**src/rtl/uart_rx_buffer.sv**
```systemverilog
// rtl/uart_rx_buffer.sv - 8N1 UART receiver that packs MEMORY_LENGTH bytes into an MSB-first word
`timescale 1ns/1ps
module uart_rx_buffer #(
    parameter int DELAY_FRAMES  = 234,
    parameter int MEMORY_LENGTH = 4
) (
    input  logic                       clk,
    input  logic                       rst,
    input  logic                       uart_rx,
    output logic [7:0]                 byte_out,
    output logic                       byte_valid,
    output logic [8*MEMORY_LENGTH-1:0] data_out,
    output logic                       word_valid,
    output logic                       frame_error
);
    localparam int CW = $clog2(DELAY_FRAMES);
    localparam int IW = (MEMORY_LENGTH > 1) ? $clog2(MEMORY_LENGTH) : 1;
    localparam int WW = 8 * MEMORY_LENGTH;
    localparam logic [CW-1:0] HALF_M1  = CW'(DELAY_FRAMES / 2 - 1);
    localparam logic [CW-1:0] FULL_M1  = CW'(DELAY_FRAMES - 1);
    localparam logic [IW-1:0] LAST_IDX = IW'(MEMORY_LENGTH - 1);

    typedef enum logic [2:0] {S_IDLE, S_START, S_DATA, S_STOP, S_BREAK} state_t;

    state_t        state_q, state_d;
    logic          rx_meta_q, rx_s_q;
    logic [1:0]    fill_q;
    logic          armed_q, armed_d;
    logic [CW-1:0] cnt_q, cnt_d;
    logic [2:0]    bit_q, bit_d;
    logic [7:0]    shift_q, shift_d;
    logic [IW-1:0] idx_q, idx_d;
    logic [WW-1:0] buf_q, buf_d, word_next;
    logic [7:0]    byte_q, byte_d;
    logic [WW-1:0] data_q, data_d;
    logic          bv_q, bv_d, wv_q, wv_d, fe_q, fe_d;

    // rx_s only reflects the pin once fill_q[1] is set; armed_q records that the line
    // has been seen high since reset, so a line held low across reset lands in BREAK.
    always_comb begin
        state_d   = state_q;
        armed_d   = armed_q | (fill_q[1] & rx_s_q);
        cnt_d     = cnt_q + CW'(1);
        bit_d     = bit_q;
        shift_d   = shift_q;
        idx_d     = idx_q;
        buf_d     = buf_q;
        byte_d    = byte_q;
        data_d    = data_q;
        bv_d      = 1'b0;
        wv_d      = 1'b0;
        fe_d      = 1'b0;
        word_next = buf_q;
        for (int k = 0; k < MEMORY_LENGTH; k++) begin
            if (idx_q == IW'(k)) word_next[8*(MEMORY_LENGTH-1-k) +: 8] = shift_q;
        end

        case (state_q)
            S_IDLE: begin
                cnt_d = '0;
                if (fill_q[1] && !rx_s_q) state_d = armed_q ? S_START : S_BREAK;
            end
            S_START: begin
                if (cnt_q == HALF_M1) begin
                    cnt_d   = '0;
                    bit_d   = '0;
                    state_d = rx_s_q ? S_IDLE : S_DATA;
                end
            end
            S_DATA: begin
                if (cnt_q == FULL_M1) begin
                    cnt_d   = '0;
                    shift_d = {rx_s_q, shift_q[7:1]};
                    bit_d   = bit_q + 3'd1;
                    if (bit_q == 3'd7) state_d = S_STOP;
                end
            end
            S_STOP: begin
                if (cnt_q == FULL_M1) begin
                    cnt_d = '0;
                    if (rx_s_q) begin
                        state_d = S_IDLE;
                        byte_d  = shift_q;
                        bv_d    = 1'b1;
                        buf_d   = word_next;
                        if (idx_q == LAST_IDX) begin
                            data_d = word_next;
                            wv_d   = 1'b1;
                            idx_d  = '0;
                        end else begin
                            idx_d = idx_q + IW'(1);
                        end
                    end else begin
                        fe_d    = 1'b1;
                        state_d = S_BREAK;
                    end
                end
            end
            S_BREAK: begin
                if (rx_s_q) state_d = S_IDLE;
            end
            default: state_d = S_IDLE;
        endcase
    end

    always_ff @(posedge clk) begin
        if (rst) begin
            rx_meta_q <= 1'b1;
            rx_s_q    <= 1'b1;
            fill_q    <= '0;
            armed_q   <= 1'b0;
            state_q   <= S_IDLE;
            cnt_q     <= '0;
            bit_q     <= '0;
            shift_q   <= '0;
            idx_q     <= '0;
            buf_q     <= '0;
            byte_q    <= '0;
            data_q    <= '0;
            bv_q      <= 1'b0;
            wv_q      <= 1'b0;
            fe_q      <= 1'b0;
        end else begin
            rx_meta_q <= uart_rx;
            rx_s_q    <= rx_meta_q;
            fill_q    <= {fill_q[0], 1'b1};
            armed_q   <= armed_d;
            state_q   <= state_d;
            cnt_q     <= cnt_d;
            bit_q     <= bit_d;
            shift_q   <= shift_d;
            idx_q     <= idx_d;
            buf_q     <= buf_d;
            byte_q    <= byte_d;
            data_q    <= data_d;
            bv_q      <= bv_d;
            wv_q      <= wv_d;
            fe_q      <= fe_d;
        end
    end

    assign byte_out    = byte_q;
    assign byte_valid  = bv_q;
    assign data_out    = data_q;
    assign word_valid  = wv_q;
    assign frame_error = fe_q;
endmodule

```
**config.mk**
```make
export PLATFORM = sky130hd
export DESIGN_NAME = uart_rx_buffer
export DESIGN_NICKNAME = d
export VERILOG_FILES = /design/src/rtl/uart_rx_buffer.sv
export SDC_FILE = /design/constraint.sdc
export NUM_CORES = 1
export LEC_CHECK = 0
export CORE_MARGIN = 2
export CORE_UTILIZATION = 62
export CTS_BUF_LIST = sky130_fd_sc_hd__clkbuf_4
export CTS_CLUSTER_SIZE = 24
export DETAILED_ROUTE_END_ITERATION = 8
export PLACE_DENSITY = 0.85
export SLEW_MARGIN = 20
export SYNTH_ARGS = -nofsm -noshare
export SYNTH_HDL_FRONTEND = slang
export SYNTH_SLANG_ARGS = --single-unit
export TNS_END_PERCENT = 10
```
**constraint.sdc**
```tcl
create_clock -name clk -period 3.2 [get_ports clk]
set_clock_uncertainty 0.15 [all_clocks]
set_input_delay 0.64 -clock clk [delete_from_list [all_inputs] [get_ports clk]]
set_output_delay 0.64 -clock clk [all_outputs]
set_load 0.02 [all_outputs]
```
# ---- After elaboration in Yosys (flattened, before gate mapping)
# Index checks and enable logic that the tools add are counted.
dict set report word_totals {
  register_bits 104
  in_bits 3
  output_inout_bits 43
}
dict set report classes {
  add_sub_neg 3
  eq_ne 16
  muxes 25
  n_bitwise 5
  n_reduce_logical 13
}
# cell count
set op_table {}
lappend op_table {{8-bit 2-to-1 mux} 6}
lappend op_table {{3-bit 2-to-1 mux} 10}
lappend op_table {{8-bit case mux with 3 select lines} 1}
lappend op_table {{3-bit case mux with 5 select lines} 1}
lappend op_table {{2-bit != test, second input constant} 6}
lappend op_table {{8-bit by 1-bit adder with 8-bit output, second input constant} 1}
lappend op_table {{8-bit by 7-bit equality test with 1-bit output, second input constant} 1}
lappend op_table {{8-bit equality test, second input constant} 1}
lappend op_table {{3-bit by 2-bit equality test with 1-bit output, second input constant} 2}
lappend op_table {{3-bit equality test, second input constant} 2}
lappend op_table {{3-bit case mux with 2 select lines} 1}
lappend op_table {{3-bit AND reduction} 2}
lappend op_table {{6-bit AND reduction} 1}
lappend op_table {{2-bit equality test, second input constant} 2}
lappend op_table {{1-bit 2-to-1 mux} 4}
lappend op_table {{2-bit 2-to-1 mux} 2}
lappend op_table {{4-bit AND reduction} 1}
lappend op_table {{4-bit OR reduction} 1}
lappend op_table {{3-bit by 1-bit adder with 3-bit output, second input constant} 1}
lappend op_table {{3-bit by 1-bit equality test with 1-bit output, second input constant} 1}
lappend op_table {{3-bit zero test} 1}
lappend op_table {{1-bit NOT} 3}
lappend op_table {{3-bit OR reduction} 1}
lappend op_table {{2-bit by 1-bit adder with 2-bit output, second input constant} 1}
lappend op_table {{other kinds (9)} 9}

# ---- Logic depth before layout (Yosys ltp)
dict set report logic_depth {
  ltp_word 4
  ltp_mapped 9
}

# ---- Worst setup path before layout
# No wires, ideal clock.
dict set report synth_timing {
  kind {flip-flop to flip-flop}
  startpoint {register idx_q[0]}
  endpoint {register data_q[30], in the netlist data_out[30]}
  setup_ps 145
  arrival_time_ps 1522
  t_required_ps 2905
  path_slack_ps 1383
  stages_incl_launch_ff 7
  path_buffers 2
  period_less_slack_ps 1817
  cell_sequence {dfxtp_1 -> inv_1 -> ha_1 -> clkbuf_1 -> clkbuf_1 -> mux2i_1 -> a211oi_2}
}
dict set report synth_via {
  elab_chain_len 2
  elab_cells_between_ends 4
  cone_classes {eq/ne (1); mux (1); reduce/logical (2)}
}
# item line_no
set synth_lines {}
lappend synth_lines {{start, declared} 32} ;# logic [IW-1:0] idx_q, idx_d;
lappend synth_lines {{start signal, assigned} 132} ;# idx_q <= idx_d;
lappend synth_lines {{2-bit equality test or 2-bit zero test (tied branches)} {86, 55}}
lappend synth_lines {{4-bit AND reduction (no source line) or 8-bit 2-to-1 mux (tied branches)} n/a}
lappend synth_lines {{end signal, assigned} 135} ;# data_q <= data_d;
lappend synth_lines {{end, declared} 35} ;# logic [WW-1:0] data_q, data_d;
# Parallel ways exist; a longest one is shown, timed or not.
# A chain may end at the register's enable or synchronous reset.

# ---- Worst setup path after layout
dict set report layout_timing {
  startpoint {register cnt_q[0]}
  endpoint {register data_q[21], in the netlist data_out[21]}
}
dict set report layout_via {
  elab_chain_len 2
}
# item line_no
set layout_lines {}
lappend layout_lines {{start, declared} 29} ;# logic [CW-1:0] cnt_q, cnt_d;
lappend layout_lines {{start signal, assigned} 129} ;# cnt_q <= cnt_d;
lappend layout_lines {{8-bit equality test} 79} ;# if (cnt_q == FULL_M1) begin
lappend layout_lines {{4-bit AND reduction (no source line)} n/a}
# No other way between the ends.

==> impl_metrics.yaml <==
worst_hold_path:
  hp-class: "reg2reg"
  worst_hold_path.num_cells: 1
  hp-start: "rx_meta_q"
  whs_endpoint: "rx_s_q"
power:
  leakagePower_nw: 1.48
  switching_power_mw: 0.440
  peakVddDrop_mv: 0.390
  power.density_nw_per_um2: 399
  pwr-share-comb: 0.020
  switching_share: 0.241
  finalPower_mw: 1.83
  p_int_mw: 1.39
  p_seq_frac: 0.660
  clockPowerShare: 0.321
setup_path:
  path_cells: "ha_1 -> and4_1 -> and4_4 -> nor2_1 -> a211oi_2"
  max_stage_delay_ns: 0.69
  path_buf_inv: 0
  cp.arrival_ns: 2.51
  r2r_start: "cnt_q[0]"
  critical_path.top_delay_family: "simple AND/OR/NAND/NOR gates"
  r2r_slack_ns: 0.92
  worst_path_max_delay_cell: "and4_4"
  rr_endpoint: "data_out[21]"
  end_kind: "flop"
  required_ns: 3.43
  crit_fanout: 48
  reg2reg_depth: 5
  worstSetupPathType: "reg2reg"
  startpoint_type: "flop"
floorplanning:
  dieWidth_um: 85.5
  core_area_um2: 6390
  std_cell_rows: 29
  initial_core_util: 0.644
  io_pins: 46
  die-area_um2: 7310
  die_h_um: 85.5
clock_network:
  cts_buffers: 9
  h-tree-depth: 3
  clock_latency_ns: 0.45
  numClockSinks: 96
  cts_resized: 0
  clk_path_buf_depth: 2
  cts_tree: "built"
  root_buffer: "clkbuf_4"
  cts_hold_buf: 0
  cts.reportedPaths.clkPinSlew_ns: 0.15
  postCtsSetupRepairBufs: 0
sta:
  max_freq_mhz: 438
  setup_tns_ns: 0
  min_period_ns: 2.28
  relSlewSlack: 0.448
  final_max_slew_viol_count: 0
  finalSetupViolations: 0
  worst_slew_pin_slew_ns: 0.828
  rsz0062_at_grt: "false"
  post-route-period-util: 0.713
  hold_violations: 0
placed_design:
  port_buffers: 45
  place_area_um2: 4460
  place_hpwl_um: 5380
  place_congestion: 0.810
  placed_cells: 535
route:
  vias_per_cell: 5.69
  drcViolationCount: 0
  vias: 3136
  routed_wl_um: 7990
  ant_nets: 0
  drt_iter0_drc: 196
  wire_per_inst_um: 14.5
  dr.pass1.iters: 5
logic_synthesis:
  seq_area_frac_synth: 0.467
  synthesis.area_um2: 4120
  synth-seq-cells: 96
  synth.area.top_cells: "dfxtp_1, mux2i_1, a211oi_2"
  synth_top_area_frac: 0.467
  yosys.area.top_type: "dfxtp_1"
  ys_warn_count: 0
  synth_cell_type_count: 41
  synth_cells: 451
  syn-num-nets: 463
  syn_area_per_cell_um2: 9.12
layout:
  fin_cells: 551
  design_area_um2: 4570
  utilization: 0.716
  drive_gt1_frac: 0.110
  area_growth_syn_to_layout_pct: 11.1
  nNetsFinal: 481
  diodes: 0
global_routing:
  grt_overflow: 0
  antenna_found_initial: 0
  grt_max_degree: 49
  grt_pass1_vias: 2939
  grt_usage: 0.232
  grt_pass1_wl_um: 13600
run:
  cap_violations: 0
outcome:
  outcome: "finished clean"
[layout make-up]
class	count	area [um^2]
clock buffer	10	75.1
clock inverter	6	42.5
fill	493	1810
timing repair buffer	51	490
multi-input combinational	304	1920
tap	77	96.3
sequential	96	1920
inverter	7	26.3
[through the flow]
| step | hold WS [ns] | setup slack [ns] |
|---|---|---|
| after floorplan | 0.239 | 1.38 |
| after global placement | 0.249 | 1.05 |
| after detailed placement | 0.248 | 0.941 |
| after CTS | 0.281 | 0.933 |
| after global routing | 0.294 | 0.721 |
| final | 0.282 | 0.919 |
[state kept, by name (all words and copies together) (netlist names)]
name / cells
state_q: 3
idx_q: 2
byte_out: 8
frame_error: 1
data_out: 32
buf_q: 24
rx_meta_q: 1
fill_q: 2
shift_q: 8
byte_valid: 1
rx_s_q: 1
armed_q: 1
cnt_q: 8
word_valid: 1
bit_q: 3
[logic make-up after synthesis]
kind of cell	Yosys count	share of synthesized area
AO/OA/AOI/OAI	84	0.148
buffers and inverters	51	0.0663
AND/OR/NAND/NOR	171	0.195
flip-flops	96	0.467
XOR/XNOR	6	0.0128
adder cells (fa/ha/maj)	9	0.0274
multiplexers	34	0.0827
[synth_stat cells (all sizes together)]
master and number:
dfxtp 96, nand2 59, nor2 49, a21oi 48, mux2i 34, nand3 30, a211oi 25, clkbuf 25
buf 19, ha 9, inv 7, nand4 6, and3 5, xnor2 4, and4 3, nor3 3
o211ai 3, nor2b 2, nor3b 2, o21ai 2, or2 2, or3 2, or3b 2, xor2 2
a2111oi 1, a21bo 1, a21boi 1, a31o 1, and2 1, and4b 1, nand2b 1, nand3b 1
nand4b 1, o21a 1, o21bai 1, or4 1
[power groups by stage]
stage	Clock [mW]	Sequential [mW]	Combinational, mW
floorplan	0	1.23	0.0314
global placement	0	1.23	0.0354
detailed placement	0	1.23	0.0365
CTS	0.598	1.20	0.0363
global route	0.657	1.21	0.0400
finish	0.586	1.20	0.0359
[worst max-delay path by stage]
stage,endpoint,from,cells past startpoint
floorplan,data_out[30],idx_q[0],6
global placement,data_out[31],cnt_q[0],5
detailed placement,data_out[21],cnt_q[0],5
CTS,data_out[21],cnt_q[0],5
global route,data_out[29],cnt_q[3],4
finish,data_out[21],cnt_q[0],5
[metal layers]
layer | GRT usage | up-vias | share of wire
met5 | 0 | - | 0
met4 | 0.102 | 0 | 0.020
met3 | 0.0389 | 19 | 0.043
met2 | 0.376 | 84 | 0.48
met1 | 0.305 | 1453 | 0.46
li1 | - | 1580 | -
[cells in the final DEF (no fill, tap or decap), types with 5 or more instances in the layout]
| cell type | instances |
|---|---|
| dfxtp_1 | 96 |
| nand2_1 | 59 |
| nor2_1 | 49 |
| a21oi_1 | 48 |
| clkdlybuf4s50_1 | 44 |
| mux2i_1 | 34 |
| nand3_1 | 30 |
| a211oi_2 | 20 |
| clkbuf_4 | 10 |
| ha_1 | 9 |
| inv_1 | 7 |
| nand4_1 | 6 |
| buf_4 | 6 |
| a211oi_1 | 5 |
Power figures use the tool's default switching activity.
